$ cat src/rtl/alu_pkg.sv
// Shared definitions for the ALU sequencer: opcode constants, sequencer
// state type and the default datapath width.
package alu_pkg;

  localparam int unsigned DEFAULT_W = 8;

  localparam logic [3:0] OP_NEG        = 4'd0;
  localparam logic [3:0] OP_ANDL       = 4'd1;
  localparam logic [3:0] OP_EQU        = 4'd2;
  localparam logic [3:0] OP_ORL        = 4'd3;
  localparam logic [3:0] OP_DEC        = 4'd4;
  localparam logic [3:0] OP_ADD        = 4'd5;
  localparam logic [3:0] OP_SUB        = 4'd6;
  localparam logic [3:0] OP_INC        = 4'd7;
  localparam logic [3:0] OP_CMP        = 4'd8;
  localparam logic [3:0] OP_MULS       = 4'd9;
  localparam logic [3:0] OP_LAST_LEGAL = 4'd9;

  typedef enum logic [1:0] {
    IDLE,
    EXEC,
    MUL_WAIT,
    RESP
  } seq_state_t;

endpackage

$ cat src/rtl/alu_seq_cnt.sv
// Loadable down-counter that stops at zero. Used for the multiply latency
// and, inverted, as saturating up-counters for the performance counters.
module alu_seq_cnt #(
  parameter int unsigned           WIDTH   = 4,
  parameter logic [WIDTH-1:0]      RST_VAL = '0
) (
  input  logic             clk,
  input  logic             rst_n,
  input  logic             load,
  input  logic [WIDTH-1:0] load_val,
  input  logic             dec,
  output logic [WIDTH-1:0] count
);

  // Load has priority; decrement holds at zero.
  always_ff @(posedge clk or negedge rst_n) begin
    if (!rst_n) begin
      count <= RST_VAL;
    end else if (load) begin
      count <= load_val;
    end else if (dec && (count != '0)) begin
      count <= count - 1'b1;
    end
  end

endmodule

$ cat src/rtl/alu_op_sequencer.sv
// Sequences single requests onto the shared ALU, waits the op latency and
// returns result/flags over a valid/ready response channel.
// Optional: define ALU_SEQ_PERF_EN to add perf_ops/perf_stall counters.
module alu_op_sequencer
  import alu_pkg::*;
#(
  parameter int unsigned W          = DEFAULT_W,
  parameter int unsigned MUL_CYCLES = 4,
  parameter int unsigned OP_W       = 4
) (
  input  logic            clk,
  input  logic            rst_n,
  input  logic            req_valid,
  output logic            req_ready,
  input  logic [OP_W-1:0] req_op,
  input  logic [W-1:0]    req_a,
  input  logic [W-1:0]    req_b,
  output logic [OP_W-1:0] alu_op,
  output logic [W-1:0]    alu_a,
  output logic [W-1:0]    alu_b,
  output logic            alu_en,
  input  logic [W-1:0]    alu_result,
  input  logic            alu_zero,
  input  logic            alu_carry,
  output logic            resp_valid,
  input  logic            resp_ready,
  output logic [W-1:0]    resp_result,
  output logic            resp_zero,
  output logic            resp_carry,
  output logic            resp_err
`ifdef ALU_SEQ_PERF_EN
  ,
  output logic [15:0]     perf_ops,
  output logic [15:0]     perf_stall
`endif
);

  localparam int unsigned CW = (MUL_CYCLES > 2) ? $clog2(MUL_CYCLES) : 1;

  seq_state_t    state, state_nx;
  logic          accept;
  logic          capture;
  logic          cnt_load;
  logic          cnt_dec;
  logic          req_legal;
  logic [CW-1:0] mul_cnt;

  assign req_legal = (req_op <= OP_LAST_LEGAL);

  alu_seq_cnt #(
    .WIDTH   (CW),
    .RST_VAL ('0)
  ) u_mul_cnt (
    .clk      (clk),
    .rst_n    (rst_n),
    .load     (cnt_load),
    .load_val (CW'(MUL_CYCLES - 1)),
    .dec      (cnt_dec),
    .count    (mul_cnt)
  );

  // State register.
  always_ff @(posedge clk or negedge rst_n) begin
    if (!rst_n) begin
      state <= IDLE;
    end else begin
      state <= state_nx;
    end
  end

  // Next-state and handshake/enable decode.
  always_comb begin
    state_nx   = state;
    req_ready  = 1'b0;
    resp_valid = 1'b0;
    alu_en     = 1'b0;
    accept     = 1'b0;
    capture    = 1'b0;
    cnt_load   = 1'b0;
    cnt_dec    = 1'b0;
    unique case (state)
      IDLE: begin
        req_ready = 1'b1;
        if (req_valid) begin
          accept = 1'b1;
          if (!req_legal) begin
            state_nx = RESP;
          end else if (req_op == OP_MULS) begin
            cnt_load = 1'b1;
            state_nx = MUL_WAIT;
          end else begin
            state_nx = EXEC;
          end
        end
      end
      EXEC: begin
        alu_en   = 1'b1;
        capture  = 1'b1;
        state_nx = RESP;
      end
      MUL_WAIT: begin
        alu_en  = 1'b1;
        cnt_dec = 1'b1;
        if (mul_cnt == '0) begin
          capture  = 1'b1;
          state_nx = RESP;
        end
      end
      RESP: begin
        resp_valid = 1'b1;
        if (resp_ready) begin
          state_nx = IDLE;
        end
      end
      default: state_nx = IDLE;
    endcase
  end

  // Operand latch on accept; result/flag capture at the end of the ALU window.
  always_ff @(posedge clk or negedge rst_n) begin
    if (!rst_n) begin
      alu_op      <= '0;
      alu_a       <= '0;
      alu_b       <= '0;
      resp_result <= '0;
      resp_zero   <= 1'b0;
      resp_carry  <= 1'b0;
      resp_err    <= 1'b0;
    end else begin
      if (accept) begin
        alu_op <= req_op;
        alu_a  <= req_a;
        alu_b  <= req_b;
        if (!req_legal) begin
          resp_result <= '0;
          resp_zero   <= 1'b0;
          resp_carry  <= 1'b0;
          resp_err    <= 1'b1;
        end else begin
          resp_err <= 1'b0;
        end
      end
      if (capture) begin
        resp_result <= alu_result;
        resp_zero   <= alu_zero;
        resp_carry  <= alu_carry;
      end
    end
  end

`ifdef ALU_SEQ_PERF_EN
  // Perf counters run downward from all-ones; the inverted value is an
  // up-count that sticks at 16'hFFFF when the counter reaches zero.
  logic [15:0] ops_left;
  logic [15:0] stall_left;

  alu_seq_cnt #(
    .WIDTH   (16),
    .RST_VAL ('1)
  ) u_perf_ops (
    .clk      (clk),
    .rst_n    (rst_n),
    .load     (1'b0),
    .load_val ('0),
    .dec      (resp_valid & resp_ready),
    .count    (ops_left)
  );

  alu_seq_cnt #(
    .WIDTH   (16),
    .RST_VAL ('1)
  ) u_perf_stall (
    .clk      (clk),
    .rst_n    (rst_n),
    .load     (1'b0),
    .load_val ('0),
    .dec      (resp_valid & ~resp_ready),
    .count    (stall_left)
  );

  assign perf_ops   = ~ops_left;
  assign perf_stall = ~stall_left;
`endif

endmodule

$ cat config.mk
export PLATFORM = sky130hd
export DESIGN_NAME = alu_op_sequencer
export DESIGN_NICKNAME = d
export VERILOG_FILES = /design/src/rtl/alu_pkg.sv /design/src/rtl/alu_seq_cnt.sv /design/src/rtl/alu_op_sequencer.sv
export SDC_FILE = /design/constraint.sdc
export NUM_CORES = 1
export LEC_CHECK = 0
export ABC_AREA = 1
export BUFFER_PORTS_ARGS = -buffer_cell sky130_fd_sc_hd__buf_2
export CAP_MARGIN = 25
export CORE_MARGIN = 10
export CORE_UTILIZATION = 46
export DETAILED_ROUTE_END_ITERATION = 16
export PLACE_DENSITY_LB_ADDON = 0.12
export REMOVE_ABC_BUFFERS = 1
export SLEW_MARGIN = 10
export SYNTH_ARGS = -nofsm -noshare
export SYNTH_HDL_FRONTEND = slang
export SYNTH_SLANG_ARGS = --single-unit
$ cat constraint.sdc
create_clock -name clk -period 3.7 [get_ports clk]
set_input_delay 0 -clock clk [delete_from_list [all_inputs] [get_ports clk]]
set_output_delay 0 -clock clk [all_outputs]
set_load 0.005 [all_outputs]
==> results.py <==
metrics = {
    "status": {
        "status": "finished clean",
    },
    "power": {
        "cellInternalPower_w": 0.000991,
        "switching_share": 0.384,
        "clock_power_share": 0.144,
        "p_leak_nw": 1.31,
        "switchingPower_w": 0.000618,
        "pwr-share-comb": 0.452,
        "vdd_drop_max_mv": 0.365,
        "powerDensity_nw_per_um2": 715,
        "p_seq_frac": 0.404,
    },
    "die": {
        "initial_utilization": 0.489,
        "die_area_um2": 6000,
        "chipHeight_um": 77.4,
        "num_io_pins": 68,
        "core-area_um2": 3100,
        "die_x_um": 77.4,
        "rows": 20,
    },
    "hold_path": {
        "holdPathStages": 3,
        "hp-class": "in -> reg",
        "min-delay-start": "req_op[3]",
        "hold_end": "alu_op[3]",
    },
    "setup_path": {
        "cp-end-kind": "flop",
        "crit_fanout": 27,
        "worstReg2RegStart": "state[0]",
        "worstPathArrival_ps": 1980,
        "critPathLaunchType": "flop",
        "critPathRequiredTime_ps": 3930,
        "r2r_slack_ps": 1950,
        "worst-setup-path-type": "reg -> reg",
        "r2r_end": "resp_result[6]",
        "r2r_cells": 7,
    },
    "place": {
        "place.gp.congestion": 0.843,
        "hpwl_mm": 2.79,
        "io_buffers": 67,
        "placed_cell_area_um2": 1880,
        "dp_cells": 280,
        "place_ws_ps": 1930,
    },
    "sta": {
        "tightest_slew_ps": 766,
        "hold_viol": 0,
        "layout_setup_ws_ps": 1950,
        "period_share": 0.474,
        "finalMaxSlewViolations": 0,
        "tns_ps": 0,
        "relSlewSlack": 0.489,
        "max_freq_mhz": 570,
        "rsz0062_at_grt": "no",
        "skew_ps": 4.05,
        "layout_min_cycle_time_ps": 1750,
        "setup_violations": 0,
    },
    "routing": {
        "drc": 0,
        "drtAntennaViolNets": 0,
        "wire_per_inst_um": 12.9,
        "drt-vias-per-instance": 4.49,
        "drt-total-wl_mm": 4.09,
        "first_pass_iters": 4,
        "drt_iter0_drc": 61,
        "vias": 1429,
    },
    "cts": {
        "cts_buffer_depth": 2,
        "clock_sinks": 35,
        "cts_root_buf": "clkbuf_4",
        "cts_made_buffers": 5,
        "htree_levels": 2,
        "clk_latency_ps": 330,
        "clkTransAtPathRegs_ps": 100,
        "cts_tree": "built",
    },
    "grt": {
        "antenna_found_initial": 0,
        "grt_pass1_vias": 1497,
        "grt_first_pass_wirelength_mm": 6.85,
        "grt_max_degree": 36,
        "grt_usage": 0.138,
        "grt_overflow": 0,
    },
    "finish": {
        "drive_above_1_share": 0.292,
        "area_growth_syn_to_layout_pct": 48.3,
        "utilization": 0.725,
        "diodes": 0,
        "fin_nets": 313,
        "fin_cells": 318,
        "nFillCells": 263,
        "finalInstanceArea_um2": 2250,
    },
    "job": {
        "maxCapViolCount": 0,
    },
    "synthesis": {
        "synth_ff_type": "dfrtp_1",
        "ys_seq_elements": 35,
        "yosysSeqAreaShare": 0.577,
        "synth_top_area_frac": 0.577,
        "synth_cell_type_count": 19,
        "synthTopCellsByArea": "dfrtp_1 (58%), nand2_1 (23%), ha_1 (4.9%), inv_1 (2.7%), nor2_4 (1.5%)",
        "async_reset_ff_frac": 1.00,
        "yosysMostFrequentCell": "nand2_1",
        "syn_inst": 173,
        "synth_area_per_cell_um2": 8.77,
        "synth_common_cells": "nand2_1 (95), dfrtp_1 (35), inv_1 (11)",
        "synth_area_um2": 1520,
        "yosys_warnings": 0,
        "synth-edff-count": 0,
        "yosysTopAreaCell": "dfrtp_1",
    },
}
==> through the flow <==
stage | hold WS [ps] | power, W
2_1_floorplan | -296 | 0.00107
3_5_place_dp | 123 | 0.00138
6_report | 37.7 | 0.00161
3_3_place_gp | 120 | 0.00136
4_1_cts | 8.19 | 0.00164
5_1_grt | 21.5 | 0.00177
==> worst max-delay path by stage <==
stage,startpoint,to,slack (ps),depth (start not counted)
floorplan,state[0],resp_carry,2180,7
global placement,state[0],resp_result[6],2000,7
detailed placement,state[0],resp_result[6],1930,7
CTS,state[0],resp_result[6],1910,7
global route,state[0],resp_zero,1740,7
finish,state[0],resp_result[6],1950,7
==> final cells by class <==
class                           count  area [um2]  area share
Tap cell                           44        55.1      0.0245
Clock buffer                        8        68.8      0.0306
Inverter                           12        45.0      0.0200
Sequential cell                    35         876       0.389
Multi-Input combinational cell    122         571       0.253
Timing Repair Buffer               97         636       0.282
==> power groups by stage <==
stage               clock network, W  logic [W]  registers, W
global route                0.000254   0.000839      0.000674
finish                      0.000232   0.000727      0.000650
global placement                   0   0.000704      0.000659
floorplan                          0   0.000398      0.000671
CTS                         0.000242   0.000745      0.000651
detailed placement                 0   0.000719      0.000657
==> worst max-delay path, stage by stage, from the launching register on <==
cell and delay [ps]:
dfrtp_1 410, inv_1 140, ha_1 220, nand2_2 320, nor3_4 330, nor2_4 100
nand2_1 90, nand2_1 40
==> cells by family (layout without fill, tap and decap cells) <==
family | after synthesis | in the layout | share of synthesized area
and+or+nand+nor | 106 | 106 | 0.284
AOI/OAI and AO/OA | 10 | 10 | 0.0421
adders and majority gates | 6 | 6 | 0.0495
DFF | 35 | 35 | 0.577
buffers and inverters | 16 | 117 | 0.0470
==> cell usage in the layout, fill, tap and decap left out, drive strengths merged <==
master       count
buf             67
ha               6
nand2           96
clkbuf           8
a21boi           1
nor3             1
o211ai           1
nand3            3
dfrtp           35
o21bai           1
a21oi            3
o21ai            3
dlygate4sd3     30
nor2             6
inv             12
a21o             1
==> layer usage <==
metal | vias up | share of wire | routed length [um] | track usage
met5 | - | 0 | 0 | 0
met4 | 0 | 0.0034 | 14 | 0.0219
met3 | 4 | 0.094 | 383 | 0.0760
met2 | 44 | 0.49 | 2000 | 0.231
met1 | 659 | 0.41 | 1690 | 0.153
li1 | 722 | - | - | -
==> flip-flops by register name, indices dropped and copies added (netlist names) <==
register	cells
resp_zero	1
alu_b	8
resp_err	1
alu_a	8
resp_carry	1
state	2
alu_op	4
u_mul_cnt.count	2
resp_result	8
==> what timing repair did <==
action	4_1_cts	5_1_grt
endpoints found under the hold margin	64	0
endpoints found under the setup margin	0	0
hold buffers	30	0
setup buffers	0	0
resized for setup	0	0
Note: power is estimated with default switching activity, not from simulation.
